### src/rtl/pipe_pkg.sv
// Shared widths, ctrl-field bit positions and the side-effect mask for the ID/EX stage.
package pipe_pkg;

  localparam int unsigned DEF_DATA_W   = 32;
  localparam int unsigned DEF_PC_W     = 7;
  localparam int unsigned DEF_RA_W     = 5;
  localparam int unsigned DEF_ALU_OP_W = 6;
  localparam int unsigned DEF_CNT_W    = 16;

  // Single-bit ctrl fields occupy the low bits; alu_op sits above them.
  localparam int unsigned CTRL_LO_W       = 7;
  localparam int unsigned CTRL_W          = DEF_ALU_OP_W + CTRL_LO_W;
  localparam int unsigned CTRL_MEM_TO_REG = 0;
  localparam int unsigned CTRL_REG_WRITE  = 1;
  localparam int unsigned CTRL_MEM_READ   = 2;
  localparam int unsigned CTRL_MEM_WRITE  = 3;
  localparam int unsigned CTRL_BRANCH     = 4;
  localparam int unsigned CTRL_ALU_SRC    = 5;
  localparam int unsigned CTRL_REG_DST    = 6;
  localparam int unsigned CTRL_ALU_OP_LSB = 7;

  // Controls that must never reach EX from a bubble.
  localparam logic [CTRL_LO_W-1:0] SIDE_FX_MASK = (7'(1) << CTRL_BRANCH)
                                                | (7'(1) << CTRL_MEM_WRITE)
                                                | (7'(1) << CTRL_MEM_READ)
                                                | (7'(1) << CTRL_REG_WRITE);

endpackage

### src/rtl/skid_reg2.sv
// Generic two-entry skid buffer: main entry drives the output, skid entry absorbs one beat
// of backpressure. in_ready comes straight from a flop, so out_ready never reaches it.
module skid_reg2 #(
  parameter int unsigned W = 8
) (
  input  logic         clk,
  input  logic         rst,
  input  logic         flush_i,
  input  logic         in_valid_i,
  output logic         in_ready_o,
  input  logic [W-1:0] in_data_i,
  output logic         out_valid_o,
  input  logic         out_ready_i,
  output logic [W-1:0] out_data_o,
  output logic [1:0]   occupancy_o
);

  logic [W-1:0] main_q, main_d, skid_q, skid_d;
  logic         main_v_q, main_v_d, skid_v_q, skid_v_d;
  logic         accept, deliver;

  assign accept  = in_valid_i & ~skid_v_q;
  assign deliver = main_v_q & out_ready_i;

  always_comb begin
    main_d   = main_q;
    skid_d   = skid_q;
    main_v_d = main_v_q;
    skid_v_d = skid_v_q;
    if (!main_v_q) begin
      if (accept) begin
        main_d   = in_data_i;
        main_v_d = 1'b1;
      end
    end else if (!skid_v_q) begin
      if (accept && deliver) begin
        main_d = in_data_i;
      end else if (accept) begin
        skid_d   = in_data_i;
        skid_v_d = 1'b1;
      end else if (deliver) begin
        main_v_d = 1'b0;
      end
    end else if (deliver) begin
      main_d   = skid_q;
      skid_v_d = 1'b0;
    end
    // Payload may keep stale contents; only the valid bits are squashed.
    if (flush_i) begin
      main_v_d = 1'b0;
      skid_v_d = 1'b0;
    end
  end

  always_ff @(posedge clk) begin
    if (rst) begin
      main_q   <= '0;
      skid_q   <= '0;
      main_v_q <= 1'b0;
      skid_v_q <= 1'b0;
    end else begin
      main_q   <= main_d;
      skid_q   <= skid_d;
      main_v_q <= main_v_d;
      skid_v_q <= skid_v_d;
    end
  end

  assign in_ready_o  = ~skid_v_q;
  assign out_valid_o = main_v_q;
  assign out_data_o  = main_q;
  assign occupancy_o = 2'(main_v_q) + 2'(skid_v_q);

endmodule

### src/rtl/id_ex_skid_stage.sv
// ID/EX pipeline register: packs the decoded instruction into a skid buffer, masks
// side-effect controls on bubbles and counts EX backpressure cycles.
module id_ex_skid_stage
  import pipe_pkg::*;
#(
  parameter int unsigned DATA_W   = DEF_DATA_W,
  parameter int unsigned PC_W     = DEF_PC_W,
  parameter int unsigned RA_W     = DEF_RA_W,
  parameter int unsigned ALU_OP_W = DEF_ALU_OP_W,
  parameter int unsigned CNT_W    = DEF_CNT_W
) (
  input  logic                          clk,
  input  logic                          rst,
  input  logic                          flush_i,
  input  logic                          in_valid_i,
  output logic                          in_ready_o,
  input  logic [ALU_OP_W+CTRL_LO_W-1:0] in_ctrl_i,
  input  logic [PC_W-1:0]               in_pc_i,
  input  logic [DATA_W-1:0]             in_data1_i,
  input  logic [DATA_W-1:0]             in_data2_i,
  input  logic [DATA_W-1:0]             in_imm_i,
  input  logic [RA_W-1:0]               in_reg1_i,
  input  logic [RA_W-1:0]               in_reg2_i,
  input  logic [RA_W-1:0]               in_rs_i,
  input  logic [RA_W-1:0]               in_rt_i,
  output logic                          out_valid_o,
  input  logic                          out_ready_i,
  output logic [ALU_OP_W+CTRL_LO_W-1:0] out_ctrl_o,
  output logic [PC_W-1:0]               out_pc_o,
  output logic [DATA_W-1:0]             out_data1_o,
  output logic [DATA_W-1:0]             out_data2_o,
  output logic [DATA_W-1:0]             out_imm_o,
  output logic [RA_W-1:0]               out_reg1_o,
  output logic [RA_W-1:0]               out_reg2_o,
  output logic [RA_W-1:0]               out_rs_o,
  output logic [RA_W-1:0]               out_rt_o,
  output logic [1:0]                    occupancy_o,
  output logic [CNT_W-1:0]              stall_cnt_o
);

  localparam int unsigned CtrlW    = ALU_OP_W + CTRL_LO_W;
  localparam int unsigned PayloadW = CtrlW + PC_W + 3 * DATA_W + 4 * RA_W;
  localparam logic [CtrlW-1:0] CtrlMask = {{ALU_OP_W{1'b0}}, SIDE_FX_MASK};

  logic [PayloadW-1:0] in_payload, out_payload;
  logic [CtrlW-1:0]    main_ctrl;
  logic [CNT_W-1:0]    stall_cnt_q, stall_cnt_d;

  assign in_payload = {in_ctrl_i, in_pc_i, in_data1_i, in_data2_i, in_imm_i,
                       in_reg1_i, in_reg2_i, in_rs_i, in_rt_i};

  skid_reg2 #(
    .W(PayloadW)
  ) u_skid (
    .clk         (clk),
    .rst         (rst),
    .flush_i     (flush_i),
    .in_valid_i  (in_valid_i),
    .in_ready_o  (in_ready_o),
    .in_data_i   (in_payload),
    .out_valid_o (out_valid_o),
    .out_ready_i (out_ready_i),
    .out_data_o  (out_payload),
    .occupancy_o (occupancy_o)
  );

  assign {main_ctrl, out_pc_o, out_data1_o, out_data2_o, out_imm_o,
          out_reg1_o, out_reg2_o, out_rs_o, out_rt_o} = out_payload;

  assign out_ctrl_o = out_valid_o ? main_ctrl : (main_ctrl & ~CtrlMask);

  always_comb begin
    stall_cnt_d = stall_cnt_q;
    if (out_valid_o && !out_ready_i && (stall_cnt_q != {CNT_W{1'b1}})) begin
      stall_cnt_d = stall_cnt_q + CNT_W'(1);
    end
  end

  always_ff @(posedge clk) begin
    if (rst) begin
      stall_cnt_q <= '0;
    end else begin
      stall_cnt_q <= stall_cnt_d;
    end
  end

  assign stall_cnt_o = stall_cnt_q;

endmodule

### config.mk
export PLATFORM = sky130hd
export DESIGN_NAME = id_ex_skid_stage
export DESIGN_NICKNAME = d
export VERILOG_FILES = /design/src/rtl/pipe_pkg.sv /design/src/rtl/skid_reg2.sv /design/src/rtl/id_ex_skid_stage.sv
export SDC_FILE = /design/constraint.sdc
export NUM_CORES = 1
export LEC_CHECK = 0
export CORE_MARGIN = 3
export CORE_UTILIZATION = 44
export CTS_BUF_LIST = sky130_fd_sc_hd__clkbuf_4 sky130_fd_sc_hd__clkbuf_8 sky130_fd_sc_hd__clkbuf_16
export DETAILED_ROUTE_END_ITERATION = 10
export GPL_ROUTABILITY_DRIVEN = 0
export HOLD_SLACK_MARGIN = 0.02
export PLACE_DENSITY_LB_ADDON = 0.12
export SYNTH_ARGS = -nofsm -noshare
export SYNTH_HDL_FRONTEND = slang
export SYNTH_HIERARCHICAL = 1
export SYNTH_SLANG_ARGS = --single-unit
export TNS_END_PERCENT = 30
### constraint.sdc
create_clock -name clk -period 2.3 [get_ports clk]
set_input_delay 0.575 -clock clk [delete_from_list [all_inputs] [get_ports clk]]
set_output_delay 0.575 -clock clk [all_outputs]
set_load 0.005 [all_outputs]
# --- After elaboration in Yosys (flattened, before gate mapping) ---
# Index checks and enable logic that the tools add are counted.
word_totals:
  ff_bits: 290
  latchBits: 0
  ramBits: 0
  rom_bits: 0
  in_bits: 141
  out_inout_bits: 156
  wordCells: 36
  memories: 0
op_classes:
  add_sub_neg: 2
  mul: 0
  div_mod_pow: 0
  n_lt_le_gt_ge: 0
  eq_ne: 3
  n_shift: 0
  muxes: 14
  bitwise: 4
  n_reduce_logical: 8
ops:
  columns: ["operator", "count"]
  rows:
  - ["$mux W136", 5]
  - ["$add A16 B1 Y16 const B", 1]
  - ["$ne A16 B16 Y1 const B", 1]
  - ["$mux W1", 8]
  - ["$ne A3 B3 Y1 const B", 2]
  - ["$mux W5", 1]
  - ["$reduce_and A4 Y1", 1]
  - ["$logic_and A1 B1 Y1", 3]
  - ["$reduce_and A3 Y1", 1]
  - ["$add A1 B1 Y2", 1]
  - ["$and A1 B1 Y1", 2]
  - ["$not A1 Y1", 2]
  - ["$reduce_bool A2 Y1", 1]
  - ["$reduce_or A2 Y1", 1]
  - ["$logic_not A1 Y1", 1]

# --- Longest topological paths before layout ---
logic_depth:
  word_depth: 6
  depth_mapped: 9
  depth_no_buf: 5

# --- Hierarchy ---
# Netlist, hierarchy kept.
by_module_without_submodules:
  columns: ["mod", "n_inst", "cells_each", "area_each_um2", "seq_area_each_um2"]
  rows:
  - ["skid_reg2", 1, 1258, 11883.9, 5485.3]
  - ["id_ex_skid_stage", 1, 104, 865.8, 320.3]

# --- Least setup slack after synthesis ---
# Ideal clock, no wire load.
synth_timing:
  kind: "input -> register"
  from: "input out_ready_i"
  to: "register stall_cnt_q[14] (netlist: stall_cnt_o[14])"
  setup_ps: 70
  arrival_ps: 1913
  required_time_ps: 2230
  setup_slack_ps: 316
  path_stages: 6
  n_path_buf: 2
  path_cell_list: "nand2b_1 -> buf_6 -> or3_1 -> buf_2 -> or4_1 -> a21oi_1"
synth_between:
  elab_chain_len: 3
synth_rtl:
  columns: ["item", "line_no", "text"]
  rows:
  - ["start: declaration", "id_ex_skid_stage.sv:27", "input logic out_ready_i,"]
  - ["$logic_not A1 Y1", "id_ex_skid_stage.sv:74", "if (out_valid_o && !out_ready_i && (stall_cnt_q != {CNT_W{1'b1}})) begin"]
  - ["$logic_and A1 B1 Y1 (2 in series)", "id_ex_skid_stage.sv:74", null]
  - ["end signal: assignment", "id_ex_skid_stage.sv:83", "stall_cnt_q <= stall_cnt_d;"]
  - ["end: declaration", "id_ex_skid_stage.sv:47", "logic [CNT_W-1:0] stall_cnt_q, stall_cnt_d;"]
# Every way passes these cells.
# A chain may end at the register's enable or synchronous reset.

# --- Worst setup path in the final report ---
layout_timing:
  from: "register u_skid.main_v_q (netlist: u_skid/out_valid_o)"
  to: "output out_ctrl_o[1]"
layout_between:
  elab_chain_len: 1
layout_rtl:
  columns: ["item", "line_no", "text"]
  rows:
  - ["start: declaration", "skid_reg2.sv:19", "logic main_v_q, main_v_d, skid_v_q, skid_v_d;"]
  - ["start signal: assignment", "skid_reg2.sv:64", "main_v_q <= main_v_d;"]
  - ["$mux W5", "id_ex_skid_stage.sv:70", "assign out_ctrl_o = out_valid_o ? main_ctrl : (main_ctrl & ~CtrlMask);"]
  - ["end: declaration", "id_ex_skid_stage.sv:28", "output logic [ALU_OP_W+CTRL_LO_W-1:0] out_ctrl_o,"]
# Every way passes these cells.

==> reports/results.txt <==
CP required -> 1730 ps
PD cells -> 728 nW/um2
Worst path bufs/invs -> 2
Final setup viols -> 0
Clock Pin Slew Worst Setup and Hold Paths -> 50 ps
Share of layout cells above drive strength 1 -> 0.106
Post-route ant nets -> 0
Row cnt -> 61
Post-synthesis sequential area ratio -> 0.455
CP Max Fanout -> 5
Final core occ -> 0.619
Filler cells -> 2381
Height of the die -> 176 um
Overflow after GRT -> 0
Initial antenna violation count -> 1
Slowest Stage Delay on Critical Path -> 500 ps
H-tree depth -> 2
Cell variety after synth -> 46
Hpwl dp -> 23700 um
Worst reg2reg setup slack -> 280 ps
Vias -> 11.6k
Max-cap violations -> 0
R2R depth -> 5
Normalized max-slew margin -> 0.615
Core footprint -> 28200 um2
WL/cell -> 19.3 um
Count of final max-slew check failures -> 0
CTS root buffer -> clkbuf_16
Initial Util -> 0.453
Status -> finished, final reports clean
DRT Pass-1 Iters -> 6
Most frequent cell after synthesis -> dfxtp_1
WHS Endpoint -> u_skid/skid_q[97]
Cell depth of the worst hold path -> 2
Arr. time, crit path -> 1660 ps
Leading area contributor after synthesis -> dfxtp_1
YS warnings -> 6
Highest clock rate -> 447 MHz
Bufs on Longest Clock Path -> 3
Hold Path Origin -> u_skid/skid_q[97]
Top cells by area, synth -> dfxtp_1 46%, mux2i_1 11%, a221oi_1 9.1%
Avg Vias per Cell -> 5.81
Startpoint types -> flop
Minimum clock period -> 2240 ps
Post-synth top area share -> 0.455
Hold Fails Final Rpt -> 0
Hold WC Path Type -> flop to flop
Worst-Skew Late Latency -> 500 ps
CTS Buf Count -> 34
I/O pin count -> 297
Mapped Area -> 12700 um2
Largest net degree at the start of global routing -> 70
Syn nets -> 1506
R2r endpoint -> stall_cnt_o[14]
CTS tree -> built
CP Class -> flop to output pin
Post-Synthesis Cells -> 1362
Total die area -> 31100 um2
Worst slew pin tran -> 578 ps
Ys flop type -> dfxtp_1
EDFF count, synth -> 0
Final WL -> 38600 um
GRT Total Usage -> 0.238
Synth cell count leaders -> 290 x dfxtp_1, 276 x nand2_1, 149 x a21oi_1, 136 x mux2i_1, 132 x a221oi_1
Peak supply drop -> 0.521 mV
Clk sinks -> 290
Critical path's slowest cell -> clkdlybuf4s50_1
Clk_skew -> 13.8 ps
Hold_ws -> 451 ps
RSZ-0062 raised after global routing -> no
CP Capture Type -> output pin
First-pass GRT wire length -> 61200 um
DR iter-0 viols -> 806
Seq cells post-synth -> 290
# nets final -> 1737
Area delta synth->final -> 36.8%
Avg Cell Area, Syn -> 9.36 um2
Die Width -> 176 um
Top delay family on crit path -> buffers and inverters
Cell Chain, Critical Path -> buf_4, and2_1, clkdlybuf4s50_1
Post-route clock period utilization -> 0.973
Number of global-route vias before repair -> 10.9k
IO Port Bufs -> 296
P_leak -> 6.84 nW
Worst r2r src -> stall_cnt_o[0]
Share of synthesized registers carrying an async set or reset -> 0
DRC violations left -> 0
## timing repair
action                     CTS  global route
gates resized for setup      7             2
hold buffers                 0             0
pin swaps                    0             0
setup endpoints to repair    6             2
buffers inserted             1             0
## metrics by stage
stage	cells	TNS, ps	cell area, um2	power (mW)	worst slack [ps]
3_3_place_gp	1934	-112	16200	7.24	-91.5
4_1_cts	1993	0	17400	12.8	28.6
3_5_place_dp	1934	-304	16200	7.26	-111
2_1_floorplan	1362	0	12700	6.28	316
6_report	1995	0	17400	12.7	61.8
5_1_grt	1994	0	17400	13.2	1.67
## sequential cells by signal, indices dropped and copies added (netlist names)
| name | flops |
|---|---|
| u_skid/skid_q | 136 |
| stall_cnt_o | 16 |
| u_skid/skid_v_q | 1 |
| u_skid/out_valid_o | 1 |
| u_skid/out_data_o | 136 |
## worst max-delay path by stage
stage                       start  cells after the start              end
6_report       u_skid/out_valid_o                      3    out_ctrl_o[1]
5_1_grt        u_skid/out_valid_o                      3    out_ctrl_o[1]
4_1_cts        u_skid/out_valid_o                      3    out_ctrl_o[2]
3_5_place_dp          out_ready_i                      5  stall_cnt_o[14]
3_3_place_gp          out_ready_i                      5  stall_cnt_o[14]
2_1_floorplan         out_ready_i                      6  stall_cnt_o[14]
## area by class of cell
class | instances | area (um2) | area share
multi-input combinational | 912 | 6230 | 0.357
clock inverter | 5 | 77.6 | 0.00445
inverter | 4 | 15.0 | 0.000861
clock buffer | 53 | 1100 | 0.0629
tap | 378 | 473 | 0.0271
sequential | 290 | 5810 | 0.333
timing repair buffer | 351 | 3730 | 0.214
antenna | 2 | 5.00 | 0.000287
## routing by layer
layer | GRT usage | vias to the layer above | routed length [um]
met2 | 0.378 | 390 | 18000
li1 | - | 5528 | -
met4 | 0.0564 | 0 | 723
met3 | 0.0654 | 52 | 3320
met1 | 0.323 | 5617 | 16600
met5 | 0 | - | 0
## layout by cell type, fill, tap and decap left out, types with 2 or more instances in the layout
cell type	instances
inv_1	4
clkbuf_16	37
mux2i_1	136
a31oi_1	3
and4_1	2
ha_1	2
a21oi_1	149
a221oi_1	132
nor2_1	4
and2_1	4
clkbuf_4	8
nor3_1	7
a211oi_2	40
nor2b_1	2
clkbuf_8	8
diode_2	2
buf_12	28
a221oi_2	4
o211ai_1	2
dlymetal6s2s_1	2
nand3_1	6
nand2b_1	2
nand2_1	276
buf_4	27
nor2b_4	2
or3_1	3
clkdlybuf4s50_1	291
o21ai_0	5
or4_1	7
clkinv_2	2
dfxtp_1	288
a211oi_1	98
nand4_1	4
dlygate4sd2_1	2
o31ai_1	6
bufinv_16	2
nor4_1	2
## kinds of logic (layout without fill, tap and decap cells)
group / Yosys count / after routing / share of synthesized area
adder cells (fa/ha/maj): 3 / 3 / 0.00294
flip-flops: 290 / 290 / 0.455
buffers and inverters: 160 / 413 / 0.0625
multiplexers: 137 / 137 / 0.108
AND/OR/NAND/NOR: 327 / 327 / 0.108
other: 0 / 2 / 0
AO/OA/AOI/OAI: 445 / 445 / 0.263
## worst register-to-register path: cells and delay by family, from the launching register on
family / cells / cell delay (ps)
AND/OR/NAND/NOR: 3 / 1120
flip-flops: 1 / 430
adder cells (fa/ha/maj): 1 / 250
AO/OA/AOI/OAI: 1 / 160
## power breakdown
part / internal [mW] / switching [mW] / leakage, nW / total, mW
sequential: 5.28 / 0.150 / 2.38 / 5.43
combinational: 0.961 / 0.764 / 3.88 / 1.72
clock: 3.49 / 2.06 / 0.587 / 5.55
total: 9.73 / 2.97 / 6.84 / 12.7
Note: power is estimated with default switching activity, not from simulation.
